## config.mk

```make
export PLATFORM = sky130hd
export DESIGN_NAME = alu_ctrl_fsm
export DESIGN_NICKNAME = d
export VERILOG_FILES = /design/src/rtl/alu_ctrl_fsm.sv
export SDC_FILE = /design/constraint.sdc
export NUM_CORES = 1
export LEC_CHECK = 0
export CORE_MARGIN = 2
export CORE_UTILIZATION = 43
export CTS_BUF_LIST = sky130_fd_sc_hd__clkbuf_16
export CTS_CLUSTER_DIAMETER = 40
export DETAILED_ROUTE_END_ITERATION = 6
export PLACE_DENSITY = 0.95
export SLEW_MARGIN = 20
export SYNTH_ARGS = -nofsm -noshare
export SYNTH_HDL_FRONTEND = slang
export SYNTH_SLANG_ARGS = --single-unit
```

## constraint.sdc

```tcl
create_clock -name clk -period 3.15 [get_ports clk]
set_input_delay 0.63 -clock clk [delete_from_list [all_inputs] [get_ports clk]]
set_output_delay 0.63 -clock clk [all_outputs]
set_load 0.1 [all_outputs]
```

## src/rtl/alu_ctrl_fsm.sv

```systemverilog
// Multicycle control unit for the lab processor: sequences fetch/decode/execute/
// memory/writeback, drives the ALU select lines and keeps a {C,Z,S} branch flag register.
module alu_ctrl_fsm #(
  parameter int OPW = 6,
  parameter int FNW = 5
) (
  input  logic        clk,
  input  logic        rst_n,
  input  logic        start,
  input  logic [31:0] instr,
  input  logic        carry,
  input  logic        zero,
  input  logic        sign,
  output logic        imem_rd,
  output logic        ir_load,
  output logic [4:0]  alu_op,
  output logic        comp_sel,
  output logic        alu_src,
  output logic        mem_rd,
  output logic        mem_wr,
  output logic        mem_to_reg,
  output logic        reg_wr,
  output logic        pc_en,
  output logic [1:0]  pc_sel,
  output logic        halted,
  output logic        illegal
);

  typedef enum logic [2:0] {
    S_IDLE, S_FETCH, S_DECODE, S_EXEC, S_MEM, S_WB, S_HALT
  } state_t;

  localparam logic [OPW-1:0] OP_RALU = OPW'(0);
  localparam logic [OPW-1:0] OP_IALU = OPW'(1);
  localparam logic [OPW-1:0] OP_LW   = OPW'(2);
  localparam logic [OPW-1:0] OP_SW   = OPW'(3);
  localparam logic [OPW-1:0] OP_BR   = OPW'(4);
  localparam logic [OPW-1:0] OP_BZ   = OPW'(5);
  localparam logic [OPW-1:0] OP_BNZ  = OPW'(6);
  localparam logic [OPW-1:0] OP_BLTZ = OPW'(7);
  localparam logic [OPW-1:0] OP_BCY  = OPW'(8);
  localparam logic [OPW-1:0] OP_HALT = OPW'(63);
  localparam logic [FNW-1:0] FN_COMP = FNW'(1);

  state_t         state, next;
  logic [OPW-1:0] ir_op;
  logic [FNW-1:0] ir_fn;
  logic [2:0]     flags;

  logic [OPW-1:0] dec_op;
  logic           unused_instr;

  // Only the opcode and the resolved function field are kept in the IR.
  assign dec_op       = instr[31 -: OPW];
  assign unused_instr = ^{instr[25:21], instr[15:5]};

  function automatic logic [FNW-1:0] func_of(input logic [31:0] w);
    if (w[31 -: OPW] == OP_IALU) return w[16 +: FNW];
    return w[0 +: FNW];
  endfunction

  function automatic logic func_ok(input logic [FNW-1:0] f);
    return f <= FNW'(6);
  endfunction

  function automatic logic [4:0] func_op(input logic [FNW-1:0] f);
    case (f)
      FNW'(0): return 5'b00001;
      FNW'(1): return 5'b00101;
      FNW'(2): return 5'b00010;
      FNW'(3): return 5'b00011;
      FNW'(4): return 5'b01010;
      FNW'(5): return 5'b01000;
      FNW'(6): return 5'b01001;
      default: return 5'b00000;
    endcase
  endfunction

  function automatic logic op_legal(input logic [31:0] w);
    case (w[31 -: OPW])
      OP_RALU, OP_IALU:                          return func_ok(func_of(w));
      OP_LW, OP_SW, OP_BR, OP_BZ, OP_BNZ,
      OP_BLTZ, OP_BCY, OP_HALT:                  return 1'b1;
      default:                                   return 1'b0;
    endcase
  endfunction

  // Branches test the registered flags {C,Z,S}, never the live ALU status.
  function automatic logic br_taken(input logic [OPW-1:0] op, input logic [2:0] f);
    case (op)
      OP_BR:   return 1'b1;
      OP_BZ:   return f[1];
      OP_BNZ:  return !f[1];
      OP_BLTZ: return f[0];
      OP_BCY:  return f[2];
      default: return 1'b0;
    endcase
  endfunction

  always_ff @(posedge clk or negedge rst_n) begin
    if (!rst_n) begin
      state   <= S_IDLE;
      ir_op   <= '0;
      ir_fn   <= '0;
      flags   <= '0;
      illegal <= 1'b0;
    end else begin
      state <= next;
      if (state == S_DECODE) begin
        ir_op <= dec_op;
        ir_fn <= func_of(instr);
        if (!op_legal(instr)) illegal <= 1'b1;
      end
      if (state == S_EXEC && (ir_op == OP_RALU || ir_op == OP_IALU))
        flags <= {carry, zero, sign};
    end
  end

  always_comb begin
    next       = state;
    imem_rd    = 1'b0;
    ir_load    = 1'b0;
    alu_op     = 5'b00000;
    comp_sel   = 1'b0;
    alu_src    = 1'b0;
    mem_rd     = 1'b0;
    mem_wr     = 1'b0;
    mem_to_reg = 1'b0;
    reg_wr     = 1'b0;
    pc_en      = 1'b0;
    pc_sel     = 2'b00;
    halted     = 1'b0;
    case (state)
      S_IDLE: if (start) next = S_FETCH;
      S_FETCH: begin
        imem_rd = 1'b1;
        next    = S_DECODE;
      end
      S_DECODE: begin
        ir_load = 1'b1;
        if (dec_op == OP_HALT || !op_legal(instr)) next = S_HALT;
        else                                       next = S_EXEC;
      end
      S_EXEC: begin
        case (ir_op)
          OP_RALU, OP_IALU: begin
            alu_op   = func_op(ir_fn);
            comp_sel = (ir_fn == FN_COMP);
            alu_src  = (ir_op == OP_IALU);
            next     = S_WB;
          end
          OP_LW, OP_SW: begin
            alu_op  = 5'b00001;
            alu_src = 1'b1;
            next    = S_MEM;
          end
          default: begin
            pc_en  = 1'b1;
            pc_sel = br_taken(ir_op, flags) ? 2'b01 : 2'b00;
            next   = S_FETCH;
          end
        endcase
      end
      S_MEM: begin
        if (ir_op == OP_LW) begin
          mem_rd = 1'b1;
          next   = S_WB;
        end else begin
          mem_wr = 1'b1;
          pc_en  = 1'b1;
          next   = S_FETCH;
        end
      end
      S_WB: begin
        reg_wr     = 1'b1;
        pc_en      = 1'b1;
        mem_to_reg = (ir_op == OP_LW);
        next       = S_FETCH;
      end
      S_HALT: halted = 1'b1;
      default: next = S_IDLE;
    endcase
  end

endmodule

```

== Word-level counts from Yosys, hierarchy flattened ==
Cells that the tools add are included.
Widths: inputs -> output; s select.

* Bits in registers: 18
* ROM bits: 0
* Latch bits: 0
* RAM bits: 0
* Output and inout bits: 18
* Memories kept: 0
* Input bits: 38

* Div/mod/pow operators: 0
* Equality and inequality tests: 30
* Bitwise gates (word level): 2
* Shift operators: 0
* Multiply operators: 0
* Add/subtract/negate cells: 0
* Reduce and logical (&&, ||, !) cells: 16
* Muxes and demuxes: 40
* $lt $le $gt $ge: 1

{| class="wikitable"
|+ Operator list
! operator !! number
|-
| $eq 6x3->1 const B || 8
|-
| $pmux 4 s7 || 1
|-
| $mux 5 || 5
|-
| $eq 6x2->1 const B || 4
|-
| $mux 1 || 23
|-
| $pmux 3 s7 || 1
|-
| $eq 5x3->1 const B || 3
|-
| $eq 6x1->1 const B || 2
|-
| $eq 6x4->1 const B || 2
|-
| $logic_not 6->1 || 2
|-
| $eq 5x2->1 const B || 2
|-
| $eq 3x3->1 const B || 3
|-
| $mux 3 || 3
|-
| $pmux 4 s2 || 1
|-
| $reduce_or 8->1 || 1
|-
| $eq 3x2->1 const B || 2
|-
| $eq 6x6->1 const B || 1
|-
| $pmux 3 s2 || 1
|-
| $reduce_or 2->1 || 3
|-
| $eq 5x1->1 const B || 1
|-
| $le 5x3->1 const B || 1
|-
| $logic_not 5->1 || 1
|-
| $pmux 1 s5 || 1
|-
| $mux 4 || 1
|-
| other kinds (11) || 16
|}

== Longest topological paths before layout ==
* Word-level depth: 14
* Mapped depth: 6
* Mapped depth without buffers: 5

== Least setup slack after synthesis ==
No wires, ideal clock.

* Path type: register to output
* Start point: register ir_op[2]
* End point: output alu_op[2]
* Data arrival time: 4334 ps
* Setup slack: -1814 ps
* Cell stages (with the launch flop): 6
* Buffers on the path: 0
* Required time: 2520 ps
* Cell sequence: dfrtp_1 nor4_4 nand4b_4 nor2_4 nand2_4 nor4b_1

* Cells in the longest elaborated chain, start to end: 4
* Elaborated cells between the ends (all ways): 8
* Classes of those cells: 3 x eq/ne; 2 x mux; 3 x reduce/logical

{| class="wikitable"
|+ Ends and longest elaborated chain
! what !! line !! source
|-
| from (decl) || 46 || <nowiki>logic [OPW-1:0] ir_op;</nowiki>
|-
| from (signal assigned) || 110 || <nowiki>ir_op <= dec_op;</nowiki>
|-
| $eq 6x2->1, or another cell as far along || 145 || <nowiki>case (ir_op)</nowiki>
|-
| $reduce_or 2->1 || 145 ||
|-
| $pmux 4 s2 * || 145 ||
|-
| $mux 4 * || 133 || <nowiki>case (state)</nowiki>
|-
| to (decl) || 16 || <nowiki>output logic [4:0] alu_op,</nowiki>
|}

Every way passes the cells marked *; elsewhere a longest branch is shown, timed or not.

== Worst setup path after layout ==
* Start point: register ir_op[2]
* End point: output comp_sel

* Cells in the longest elaborated chain, start to end: 4
* Elaborated cells between the ends (all ways): 5
* Classes of those cells: 1 x eq/ne; 2 x mux; 2 x reduce/logical

{| class="wikitable"
|+ Ends and longest elaborated chain
! what !! line !! source
|-
| $eq 6x1->1 / $logic_not 6->1 (equally long branches) || 145 ||
|-
| $reduce_or 2->1 * || 145 ||
|-
| $mux 1 * || 145 ||
|-
| $mux 1 * || 133 ||
|-
| to (decl) || 17 || <nowiki>output logic comp_sel,</nowiki>
|}

Marks and branches as above.

==> reports/qor.csv <==
metric;value;unit
maxSlewHeadroom;46.4;%
wl_per_cell;14.6;µm
powerDensity;877;nW/µm²
synthAdderAreaFrac;0;%
synth_mux_area_share;12.2;%
synthCells;125;
cp.depth;6;
setup_viol;0;
cts.sinks;18;
rrSetupSlack;1.34;ns
dp_hpwl;2.15;mm
cts_buffers;3;
critPathMaxFanout;5;
tritoncts;yes;
postRouteAntennaNets;0;
hold_start;illegal;
worstSetupEndpointType;output pin;
synth-simple-area-share;29.4;%
tns;0;ns
fillCellCount;202;
drc;0;
critPathTopFamily;simple AND/OR/NAND/NOR gates;
fin_crit_sh;91.6;%
worstPathCellList;nor4_4 > nand4b_4 > nor2_4 > nand2_4 > nor4b_2 > buf_12;
drt-pass1-iter-count;4;
cts_root_buf;clkbuf_16;
htreeDepth;1;
postLayoutCellArea;1640;µm²
cap_violations;0;
worstMarginPinSlew;0.801;ns
chipWidth;55.4;µm
diodes;0;
ys_ff_latch;18;
track_usage;18.5;%
mostFrequentLayoutCell;clkdlybuf4s50_1;
clock_latency;0.25;ns
num_vias;1084;
core_area;2500;µm²
overflow;0;
critPathArrivalTime;2.25;ns
grt_pass1_vias;1024;
area_growth;44.3;%
vias_per_cell;5.68;
layout.cells.non_filler;191;
final_cell_mix;clkdlybuf4s50_1, dfrtp_1, nor2_1;
ir_drop;631;µV
clockBufferDepth;2;
grt_pass1_wl;4.62;mm
yosys_warnings;0;
p_leak;0.000740;µW
critical_path_class;register to output pin;
drt_iter0_drc;32;
cts_resized;0;
slowest_stage;nor4_4;
multiInputGateArea;668;µm²
die_h;55.4;µm
synth_top_family_by_area;simple AND/OR/NAND/NOR gates;
clkTransAtPathRegs;0.05;ns
max_freq;347;MHz
io_buffers;37;
cpPeakStageDelay;0.48;ns
initial_core_util;45.4;%
synth_edf_count;0;
seq_area;450;µm²
nNetsFinal;201;
gp_congestion;0.844;
reg2reg_depth;4;
synth_cell_types;37;
synthArstFlopShare;100;%
fin_crit;2.88;ns
hold_violations;0;
totalWireLength;2.80;mm
dp.cells;188;
status;finished, final reports clean;
die_area;3070;µm²
cp.buffers_inverters;1;
grt_setup_unrepaired;false;
dpl_cell_area;1560;µm²
synth_xor_area_share;0.772;%
drv_slew;0;
critPathLaunchType;register;
skew;0.00484;ns
timing.rr.end;flags[0];
cp.required;2.52;ns
post_cts_buffers;0;
timing.rr.start;ir_op[2];
drive_above_1_share;24.2;%
p_total;1440;µW
synthFlopType;dfrtp_1;
cts_hold_buf;0;
hp-class;register to register;
grt_max_degree;20;
final_util;65.5;%
row_count;18;
synth_area;1130;µm²
num_io_pins;56;
holdPathEnd;illegal;
grt_antenna_before_repair;0;
avgSynthCellArea;9.08;µm²
min_path_cells;2;
synth_seq_area_share;39.7;%
synth-compound-area-share;13.0;%
[power breakdown]
group          internal, µW  switching (µW)  leakage [µW]  total, µW
logic                   243             447      0.000495        690
clock network           167            83.3     0.0000370        250
registers               331             165      0.000208        496
[kinds of logic (layout without fill, tap and decap cells)]
kind of cell / after synthesis / in the layout
xor gates and xnor gates: 1 / 1
muxes: 13 / 13
buffers and inverters: 11 / 46
and+or+nand+nor: 57 / 57
AOI/OAI and AO/OA: 24 / 24
other: 1 / 2
DFF: 18 / 18
[synthesized netlist by cell type, types with 3 or more instances]
cell type | instances | area share (%)
dfrtp_1 | 18 | 40
nor2_1 | 17 | 5.6
a21oi_1 | 10 | 4.4
nand2_1 | 9 | 3.0
mux2_2 | 7 | 6.9
nor3_1 | 7 | 3.1
mux2i_1 | 6 | 5.3
inv_1 | 5 | 1.7
nand3_1 | 5 | 2.2
o21ai_0 | 4 | 1.8
nor2b_1 | 3 | 1.7
nor4b_1 | 3 | 2.3
[area by class of cell]
cell class              instances  share of cell area [%]
multi-input cells              97                    40.8
flip-flops and latches         18                    27.5
repair buffers                 38                    23.7
clock buffers                   3                    4.58
well taps                      30                    2.29
inverters                       5                    1.15
[registers in the layout (all words and copies together) (netlist names)]
signal and flops:
ir_fn 5, ir_op 6, state 3, illegal 1, flags 3
[worst register-to-register path: stages (launching register included)]
cell and delay, ns:
dfrtp_1 0.46, nor4_4 0.48, nand4b_4 0.19, nor2_4 0.21, mux2_2 0.36
[how the worst max path moves through the flow]
stage / from / end
2_1_floorplan: ir_op[2] / alu_op[2]
3_3_place_gp: ir_op[2] / comp_sel
3_5_place_dp: ir_op[2] / alu_op[2]
4_1_cts: ir_op[2] / alu_op[2]
5_1_grt: ir_op[2] / alu_op[2]
6_report: ir_op[2] / comp_sel
[routing by layer]
| layer | wire, µm | share of wire, % | global-route usage (%) |
|---|---|---|---|
| met5 | 0 | 0 | 0 |
| met3 | 93 | 3.3 | 2.58 |
| met2 | 1520 | 54 | 32.5 |
| met4 | 48 | 1.7 | 5.23 |
| met1 | 1130 | 40 | 23.4 |
[per-stage QoR]
| step | setup slack (ns) | hold WS (ns) |
|---|---|---|
| 2_1_floorplan | -0.431 | 0.334 |
| 3_3_place_gp | 0.596 | 0.455 |
| 3_5_place_dp | 0.554 | 0.464 |
| 4_1_cts | 0.266 | 0.476 |
| 5_1_grt | 0.179 | 0.501 |
| 6_report | 0.266 | 0.465 |
Note: power is estimated with default switching activity, not from simulation.
